--- src/rtl/audio_rx_decoder.sv ---
// I2S ADC receiver: derives mclk/sck/lrck from a 10-bit counter and captures left/right sample pairs.
// Optional peak level meter is built only when macro AUDIO_RX_LEVEL_METER_EN is defined.
module audio_rx_decoder #(
  parameter int         DATA_W       = 16,
  parameter logic [3:0] SAMPLE_PHASE = 4'd11
) (
  input  logic              clk,
  input  logic              rst,
  input  logic              en,
  input  logic              audio_sdout,
  output logic              audio_mclk,
  output logic              audio_lrck,
  output logic              audio_sck,
  output logic [DATA_W-1:0] sample_left,
  output logic [DATA_W-1:0] sample_right,
  output logic              sample_valid,
  input  logic              sample_ack,
  output logic              overrun,
  input  logic              clr_ovr,
  output logic [3:0]        level
);
  localparam logic [4:0] LAST_SLOT = 5'(DATA_W);
  localparam logic [9:0] DONE_CNT  = {1'b1, LAST_SLOT, SAMPLE_PHASE};

  logic [9:0]        cnt;
  logic [1:0]        sync_q;
  logic              sdout_s;
  logic [4:0]        slot;
  logic              half;
  logic              bit_tick;
  logic              frame_done;
  logic              ack_take;
  logic [DATA_W-1:0] shift_left;
  logic [DATA_W-1:0] shift_right;
  logic [DATA_W-1:0] left_word;
  logic [DATA_W-1:0] right_word;

  always_ff @(posedge clk or posedge rst) begin
    if (rst)      cnt <= '0;
    else if (!en) cnt <= '0;
    else          cnt <= cnt + 10'd1;
  end

  // Gate with en so the ADC sees quiet clocks as soon as capture is disabled.
  assign audio_mclk = en & cnt[1];
  assign audio_sck  = en & cnt[3];
  assign audio_lrck = en & cnt[9];

  always_ff @(posedge clk or posedge rst) begin
    if (rst) sync_q <= 2'b00;
    else     sync_q <= {sync_q[0], audio_sdout};
  end

  assign sdout_s    = sync_q[1];
  assign slot       = cnt[8:4];
  assign half       = cnt[9];
  assign bit_tick   = en && (cnt[3:0] == SAMPLE_PHASE) && (slot != 5'd0) && (slot <= LAST_SLOT);
  assign frame_done = en && (cnt == DONE_CNT);
  assign ack_take   = sample_ack && sample_valid;

  // The final right bit arrives in the completion cycle, so the output uses the shifted word.
  assign left_word  = (DATA_W)'({shift_left, sdout_s});
  assign right_word = (DATA_W)'({shift_right, sdout_s});

  always_ff @(posedge clk or posedge rst) begin
    if (rst) begin
      shift_left  <= '0;
      shift_right <= '0;
    end else if (!en || frame_done) begin
      shift_left  <= '0;
      shift_right <= '0;
    end else if (bit_tick) begin
      if (half) shift_right <= right_word;
      else      shift_left  <= left_word;
    end
  end

  always_ff @(posedge clk or posedge rst) begin
    if (rst) begin
      sample_left  <= '0;
      sample_right <= '0;
      sample_valid <= 1'b0;
    end else if (frame_done) begin
      sample_left  <= shift_left;
      sample_right <= right_word;
      sample_valid <= 1'b1;
    end else if (ack_take) begin
      sample_valid <= 1'b0;
    end
  end

  // An unconsumed pair being overwritten beats a same-cycle clear.
  always_ff @(posedge clk or posedge rst) begin
    if (rst)                                          overrun <= 1'b0;
    else if (frame_done && sample_valid && !sample_ack) overrun <= 1'b1;
    else if (clr_ovr)                                 overrun <= 1'b0;
  end

`ifdef AUDIO_RX_LEVEL_METER_EN
  localparam logic [DATA_W-1:0] MIN_NEG = (DATA_W)'(1) << (DATA_W - 1);

  logic [DATA_W-1:0] mag_l;
  logic [DATA_W-1:0] mag_r;
  logic [DATA_W-1:0] peak_m;
  logic [3:0]        frame_b;
  logic [3:0]        cand;
  logic [3:0]        peak;
  logic [7:0]        win_cnt;

  function automatic logic [DATA_W-1:0] mag(input logic [DATA_W-1:0] x);
    if (!x[DATA_W-1]) return x;
    if (x == MIN_NEG) return ~MIN_NEG;
    return ~x + (DATA_W)'(1);
  endfunction

  function automatic logic [3:0] bucket(input logic [DATA_W-1:0] m);
    logic [4:0] b;
    b = 5'd0;
    for (int i = 0; i < DATA_W; i++)
      if (m[i]) b = 5'(i + 1);
    return (b > 5'd15) ? 4'd15 : b[3:0];
  endfunction

  always_comb begin
    mag_l   = mag(shift_left);
    mag_r   = mag(right_word);
    peak_m  = (mag_l > mag_r) ? mag_l : mag_r;
    frame_b = bucket(peak_m);
    cand    = (frame_b > peak) ? frame_b : peak;
  end

  // 256-frame window: publish the running max on the last frame and restart from zero.
  always_ff @(posedge clk or posedge rst) begin
    if (rst) begin
      win_cnt <= '0;
      peak    <= '0;
      level   <= '0;
    end else if (frame_done) begin
      win_cnt <= win_cnt + 8'd1;
      if (win_cnt == 8'hFF) begin
        level <= cand;
        peak  <= '0;
      end else begin
        peak <= cand;
      end
    end
  end
`else
  assign level = 4'd0;
`endif

endmodule

--- config.mk ---
export PLATFORM = sky130hd
export DESIGN_NAME = audio_rx_decoder
export DESIGN_NICKNAME = d
export VERILOG_FILES = /design/src/rtl/audio_rx_decoder.sv
export SDC_FILE = /design/constraint.sdc
export NUM_CORES = 1
export LEC_CHECK = 0
export CORE_UTILIZATION = 50
export CTS_BUF_LIST = sky130_fd_sc_hd__clkbuf_4 sky130_fd_sc_hd__clkbuf_8
export CTS_CLUSTER_DIAMETER = 80
export DETAILED_ROUTE_END_ITERATION = 10
export GPL_ROUTABILITY_DRIVEN = 0
export HOLD_SLACK_MARGIN = 0.03
export PLACE_DENSITY = 0.81
export SETUP_SLACK_MARGIN = 0.05
export SYNTH_ARGS = -nofsm -noshare
export SYNTH_HDL_FRONTEND = slang
export SYNTH_SLANG_ARGS = --single-unit
--- constraint.sdc ---
create_clock -name clk -period 2.49 [get_ports clk]
set_clock_uncertainty 0.2 [all_clocks]
set_input_delay 0.498 -clock clk [delete_from_list [all_inputs] [get_ports clk]]
set_output_delay 0.498 -clock clk [all_outputs]
set_load 0.1 [all_outputs]
# Word level (Yosys, flattened, before mapping)
# Index checks and enable logic that the tools add are counted.
totals:
  elab_cells: 44
  output_inout_bits: 41
  ff_bits: 77
  in_bits: 6
op_classes:
  n_bitwise: 3
  n_addsub: 1
  n_lt_le_gt_ge: 1
  n_mux: 11
  eq_ne: 3
  n_reduce_logical: 17
ops:
  columns: ["operator", "count"]
  rows:
  - ["$mux 16", 3]
  - ["$mux 15", 3]
  - ["$add 10x1->10 const B", 1]
  - ["$eq 10x10->1 const B", 1]
  - ["$mux 10", 1]
  - ["$reduce_bool 2->1", 4]
  - ["$logic_and 1x1->1", 7]
  - ["$le 5x5->1 const B", 1]
  - ["$reduce_bool 5->1", 1]
  - ["$eq 4x4->1 const B", 1]
  - ["$mux 1", 4]
  - ["$reduce_and 2->1", 2]
  - ["$and 1x1->1", 3]
  - ["$logic_not 1->1", 2]
  - ["$ne 2x1->1 const B", 1]
  - ["$logic_or 1x1->1", 1]

# Depth between registers and ports, before layout
# Gate-level depths: netlist (run 1).
logic_depth:
  depth_word: 6
  depth_mapped: 7

# Worst setup path before layout (run 1)
# OpenSTA, ideal clock, no wires.
synth_path:
  path_type: "input port to output port"
  from: "in en"
  to: "out audio_mclk"
  t_required_ns: 1.792
  path_buffers: 2
  stages: 3
  arrival_time_ns: 1.736
  slack_ns: 0.056
  path_cell_list: "clkbuf_1 clkbuf_1 and2_1"
synth_between:
  elab_chain_cells: 1
synth_lines:
  columns: ["element", "line_no", "source"]
  rows:
  - ["start: declaration", "9", "input logic en,"]
  - ["$and 1x1->1", "45", "assign audio_mclk = en & cnt[1];"]
  - ["end: declaration", "11", "output logic audio_mclk,"]
# No other way between the ends.

# Final worst setup path (run 1)
layout_path:
  from: "in en"
  to: "out audio_lrck"
layout_between:
  elab_chain_cells: 1
layout_lines:
  columns: ["element", "line_no", "source"]
  rows:
  - ["$and 1x1->1", "47", "assign audio_lrck = en & cnt[9];"]
  - ["end: declaration", "12", "output logic audio_lrck,"]
# No other way between the ends.

==> impl_metrics.env, run 1 <==
export IMPL_grt_max_degree=78
export IMPL_finalCritPeriodShare_pct=86.1
export IMPL_hp_start="sync_q[0]$_DFF_PP0_"
export IMPL_num_vias=1893
export IMPL_cts_tree="done"
export IMPL_drtIter0Drc=116
export IMPL_cp_arrival_ns=1.44
export IMPL_numCtsBuffers=9
export IMPL_ys_seq_area_share_pct=61.9
export IMPL_post_cts_buffers=0
export IMPL_grt_pass1_wl_microns=8830
export IMPL_cp_end_kind="output port"
export IMPL_die_w_microns=80.9
export IMPL_routed_wirelength_microns=5280
export IMPL_postCtsResizedCells=0
export IMPL_avgSynthCellArea_sq_um=13.1
export IMPL_numPortBuffers=42
export IMPL_holdBufCountCts=0
export IMPL_syn_area_sq_um=3110
export IMPL_netlist_instances=238
export IMPL_r2r_start="cnt[5]$_DFF_PP0_"
export IMPL_slew_violations=0
export IMPL_grt_antenna_before_repair=0
export IMPL_hold_viol_final=0
export IMPL_rr_worst_depth=5
export IMPL_grt_pass1_vias=1794
export IMPL_place_hpwl_microns=3420
export IMPL_tns_ns=0
export IMPL_most_common_layout_cells="77 x dfrtp_1, 40 x buf_4, 34 x nand2_1, 33 x mux2_2, 16 x o21ai_0"
export IMPL_worst_slack_ns=0.347
export IMPL_dpl_cell_area_sq_um=3540
export IMPL_insertion_delay_ns=0.34
export IMPL_antenna_cells=0
export IMPL_fmax_ghz=0.467
export IMPL_clk_path_buf_depth=2
export IMPL_final_common_cell="dfrtp_1"
export IMPL_syn2layout_area_growth_pct=21.1
export IMPL_worst_path_max_fanout=4
export IMPL_detailedPlace_worstSlack_ns=0.159
export IMPL_grt_setup_unrepaired="false"
export IMPL_grt_usage_pct=18.6
export IMPL_grt_ovfl_total=0
export IMPL_drv_cap=0
export IMPL_core_area_sq_um=5960
export IMPL_min_path_type="flop to flop"
export IMPL_synth_cell_types=34
export IMPL_period_minus_slack_ns=2.14
export IMPL_row_count=28
export IMPL_dieArea_sq_um=6540
export IMPL_synth_seq_cells=77
export IMPL_place_inst=349
export IMPL_p_total_w=0.00241
export IMPL_instances_no_fill=365
export IMPL_final_area_sq_um=3770
export IMPL_layout_drive_gt1_share_pct=37.2
export IMPL_nNetsFinal=292
export IMPL_clkTransAtPathRegs_ns=0.07
export IMPL_critPathKind="input pin to output port"
export IMPL_ir_worst_vdd_mv=0.420
export IMPL_ant_nets=0
export IMPL_critPathLaunch="en"
export IMPL_setup_violations=0
export IMPL_cts_max_level=3
export IMPL_clockRootBuffer="clkbuf_8"
export IMPL_drt_pre_antenna_iters=4
export IMPL_start_util_pct=52.2
export IMPL_io_pins=47
export IMPL_route_detailed_drc=0
export IMPL_p_leak_nw=1.89
export IMPL_required_ns=1.79
export IMPL_start_kind="input pin"
export IMPL_yosys_warnings=0
export IMPL_cts_sinks=77
export IMPL_wl_per_cell_microns=14.5
export IMPL_status="completed"
export IMPL_hold_depth=0
export IMPL_dieHeight_microns=80.9
export IMPL_power_density_nw_per_um2=639
export IMPL_viasPerCell=5.19
==> final timing paths <==
path                                               to  slack, ns
setup / recovery                           audio_lrck       0.35
hold / removal                    sync_q[1]$_DFF_PP0_       0.15
setup reg to reg           shift_left[14]$_DFFE_PP0P_       0.45
hold reg to reg                   sync_q[1]$_DFF_PP0_       0.15
max in group asynchronous            cnt[3]$_DFF_PP0_       1.37
min in group asynchronous            cnt[8]$_DFF_PP0_       0.41
==> cells by family after synthesis <==
logic type | after synthesis | synth area share, %
buffers and inverters | 20 | 4.10
multiplexers | 33 | 11.9
flip-flops | 77 | 61.9
other | 1 | 0.121
adder cells (fa/ha/maj) | 1 | 0.402
AO/OA/AOI/OAI | 35 | 8.28
XOR/XNOR | 8 | 2.25
AND/OR/NAND/NOR | 63 | 11.0
==> metrics by stage <==
step	hold WS [ns]	utilization, %
finish	0.149	63.3
global route	0.161	63.3
CTS	0.151	63.3
detailed placement	0.135	59.4
global placement	0.134	59.4
floorplan	0.131	-
==> cell type report <==
class	instances	area, sq um
clock buffers	12	159
clock inverters	4	70.1
fillers	473	2190
inverters	4	18.8
multi-input cells	144	1070
flip-flops and latches	77	1930
well taps	75	93.8
repair buffers	49	430
==> where the power goes <==
group	internal (W)	total (W)	leakage (nW)	switching [W]
clock network	0.000627	0.00105	0.120	0.000423
logic	0.0000225	0.0000958	0.702	0.0000733
registers	0.00126	0.00126	1.07	0.00000571
total	0.00191	0.00241	1.89	0.000502
==> worst max-delay path: stages <==
cell and delay, ns:
clkdlybuf4s50_1 0.51, and2_1 0.23, buf_12 0.20
==> sequential cells by signal, summed over array words and instances (netlist names) <==
register,count
cnt,10
sync_q,2
shift_right,15
shift_left,16
sample_left,16
sample_right,16
sample_valid,1
overrun,1
==> per-layer routing <==
| metal | up-vias | global-route usage, % | share of wire, % |
|---|---|---|---|
| met5 | - | 0 | 0 |
| li1 | 905 | - | - |
| met3 | 10 | 4.61 | 4.0 |
| met4 | 0 | 10.2 | 2.0 |
| met2 | 45 | 27.6 | 47 |
| met1 | 933 | 25.1 | 47 |
==> synth_stat cells <==
cell type | instances | area (sq um)
nand2_1 | 34 | 128
conb_1 | 1 | 3.75
clkbuf_2 | 1 | 5.00
ha_1 | 1 | 12.5
dfrtp_1 | 77 | 1930
o22ai_1 | 1 | 6.26
and3b_1 | 1 | 8.76
nand4_1 | 2 | 12.5
and4bb_2 | 1 | 12.5
xor2_1 | 2 | 17.5
and2_1 | 12 | 75.1
inv_1 | 4 | 15.0
clkbuf_1 | 4 | 15.0
buf_2 | 4 | 20.0
or3_1 | 1 | 6.26
nor4_4 | 1 | 21.3
a21boi_0 | 1 | 7.51
nor2b_1 | 1 | 6.26
a21boi_2 | 1 | 11.3
and4_1 | 1 | 8.76
mux2_2 | 33 | 372
o21ai_0 | 16 | 80.1
buf_12 | 1 | 20.0
buf_4 | 4 | 30.0
xnor2_1 | 6 | 52.6
nor4b_1 | 1 | 8.76
buf_6 | 2 | 22.5
nand2b_1 | 1 | 6.26
and4bb_1 | 1 | 12.5
a22o_2 | 10 | 100
nand4_2 | 1 | 12.5
nor2_1 | 2 | 7.51
nand3_1 | 3 | 15.0
a22o_1 | 6 | 52.6
Power figures use the tool's default switching activity.
==> run 2, diff against run 1 <==
==> config.mk (replaced) <==
export PLATFORM = sky130hd
export DESIGN_NAME = audio_rx_decoder
export DESIGN_NICKNAME = d
export VERILOG_FILES = /design/src/rtl/audio_rx_decoder.sv
export SDC_FILE = /design/constraint.sdc
export NUM_CORES = 1
export LEC_CHECK = 0
export CAP_MARGIN = 0
export CORE_UTILIZATION = 48
export CTS_CLUSTER_DIAMETER = 80
export DETAILED_ROUTE_END_ITERATION = 10
export GPL_ROUTABILITY_DRIVEN = 0
export HOLD_SLACK_MARGIN = 0.03
export PLACE_DENSITY = 0.78
export SETUP_SLACK_MARGIN = 0.05
export SYNTH_ARGS = -nofsm -noshare
export SYNTH_HDL_FRONTEND = slang
export SYNTH_SLANG_ARGS = --single-unit
==> run 2 against run 1 <==
Compared with the run above: clock power increased by 17%; critical path depth rose by 1; total power is 7.4% higher.
==> impl_metrics.env, run 2 (synthesis results as in run 1) <==
export IMPL_status="completed"
export IMPL_grt_antenna_before_repair=0
export IMPL_routed_wirelength_microns=5230
export IMPL_grt_pass1_wl_microns=8810
export IMPL_place_hpwl_microns=3410
export IMPL_final_area_sq_um=3820
export IMPL_switching_share_pct=19.8
export IMPL_holdBufCountCts=0
export IMPL_ff2ff_setup_slack_ns=0.38
export IMPL_drtIter0Drc=64
export IMPL_required_ns=1.79
export IMPL_combPwrFrac_pct=3.7
export IMPL_cp_end_kind="output port"
export IMPL_cp_endpoint="audio_mclk"
export IMPL_cp_arrival_ns=1.44
export IMPL_r2r_end="sample_left[12]$_DFFE_PP0P_"
export IMPL_rr_worst_depth=5
export IMPL_p_leak_nw=1.91
export IMPL_numCtsBuffers=9
export IMPL_insertion_delay_ns=0.34
export IMPL_row_count=28
export IMPL_min_path_type="flop to flop"
export IMPL_slew_violations=0
export IMPL_pwr_share_seq_pct=48.8
export IMPL_core_area_sq_um=6100
export IMPL_worst_path_max_fanout=5
export IMPL_fin_util_pct=62.6
export IMPL_r2r_start="cnt[0]$_DFF_PP0_"
export IMPL_layout_drive_gt1_share_pct=37.5
export IMPL_numPortBuffers=42
export IMPL_finalCritPeriodShare_pct=85.7
export IMPL_cts_max_level=3
export IMPL_route_detailed_drc=0
export IMPL_power_density_nw_per_um2=677
export IMPL_grt_max_degree=62
export IMPL_period_minus_slack_ns=2.13
export IMPL_viasPerCell=5.24
export IMPL_grt_pass1_vias=1890
export IMPL_clk_path_buf_depth=2
export IMPL_grt_setup_unrepaired="false"
export IMPL_ant_nets=0
export IMPL_grt_ovfl_total=0
export IMPL_antenna_cells=0
export IMPL_cts_tree="done"
export IMPL_ir_worst_vdd_mv=0.397
export IMPL_holdWs_ns=0.152
export IMPL_clockRootBuffer="clkbuf_8"
export IMPL_syn2layout_area_growth_pct=22.7
export IMPL_start_util_pct=51.0
export IMPL_critPathLaunch="en"
export IMPL_setup_violations=0
export IMPL_post_cts_buffers=0
export IMPL_num_vias=1917
export IMPL_most_common_layout_cells="77 x dfrtp_1, 41 x buf_4, 34 x nand2_1, 33 x mux2_2, 16 x o21ai_0"
export IMPL_tns_ns=0
export IMPL_wl_per_cell_microns=14.3
export IMPL_nNetsFinal=293
export IMPL_final_common_cell="dfrtp_1"
export IMPL_fmax_ghz=0.469
export IMPL_drt_pre_antenna_iters=4
export IMPL_die_w_microns=82.5
export IMPL_dieArea_sq_um=6810
export IMPL_io_pins=47
export IMPL_power_frac_clock_pct=47.5
export IMPL_internal_power_w=0.00207
export IMPL_postCtsResizedCells=0
export IMPL_cts_sinks=77
export IMPL_drv_cap=0
export IMPL_grt_usage_pct=17.8
export IMPL_start_kind="input pin"
export IMPL_p_sw_w=0.000511
export IMPL_clkTransAtPathRegs_ns=0.08
export IMPL_dpl_cell_area_sq_um=3550
export IMPL_reg_top3="sample_left: 16 flops, sample_right: 16 flops, shift_left: 16 flops"
export IMPL_hold_viol_final=0
export IMPL_dieHeight_microns=82.5
export IMPL_critPathKind="input pin to output port"
run 2: final cells by class:
| class | instances | area [sq um] |
|---|---|---|
| Timing Repair Buffer | 50 | 438 |
| Fill cell | 499 | 2280 |
| Clock buffer | 10 | 138 |
| Sequential cell | 77 | 1930 |
| Inverter | 4 | 18.8 |
| Tap cell | 75 | 93.8 |
| Clock inverter | 6 | 134 |
| Multi-Input combinational cell | 144 | 1070 |
run 2: routing by layer:
metal | track usage (%) | vias to the layer above | share of wire [%]
met4 | 6.72 | 0 | 0.56
li1 | - | 911 | -
met2 | 28.8 | 51 | 49
met3 | 5.60 | 4 | 5.0
met1 | 22.5 | 951 | 46
met5 | 0 | - | 0
run 2: stage by stage:
step / total power, W / worst slack [ns] / cells
final: 0.00258 / 0.356 / 366
after global routing: 0.00268 / 0.267 / 366
after CTS: 0.00262 / 0.348 / 366
after detailed placement: 0.00139 / 0.181 / 350
after global placement: 0.00138 / 0.212 / 350
after floorplan: 0.00136 / 0.0557 / 241
run 2: power groups by stage:
stage,Combinational (W),Clock [W],Sequential [W]
floorplan,0.0000748,0,0.00128
global placement,0.0000984,0,0.00129
detailed placement,0.0000994,0,0.00129
CTS,0.0000996,0.00126,0.00126
global route,0.000105,0.00131,0.00126
finish,0.0000967,0.00123,0.00126
run 2: how the worst min path moves through the flow:
stage	endpoint	cells after the start	start
3_5_place_dp	sync_q[1]$_DFF_PP0_	0	sync_q[0]$_DFF_PP0_
3_3_place_gp	sync_q[1]$_DFF_PP0_	0	sync_q[0]$_DFF_PP0_
5_1_grt	sync_q[1]$_DFF_PP0_	0	sync_q[0]$_DFF_PP0_
4_1_cts	sync_q[1]$_DFF_PP0_	0	sync_q[0]$_DFF_PP0_
2_1_floorplan	sync_q[1]$_DFF_PP0_	0	sync_q[0]$_DFF_PP0_
6_report	sync_q[1]$_DFF_PP0_	0	sync_q[0]$_DFF_PP0_
run 2: critical path, stage by stage:
cell and delay [ns]:
clkdlybuf4s50_1 0.46, buf_4 0.13, and2_1 0.16, buf_12 0.18
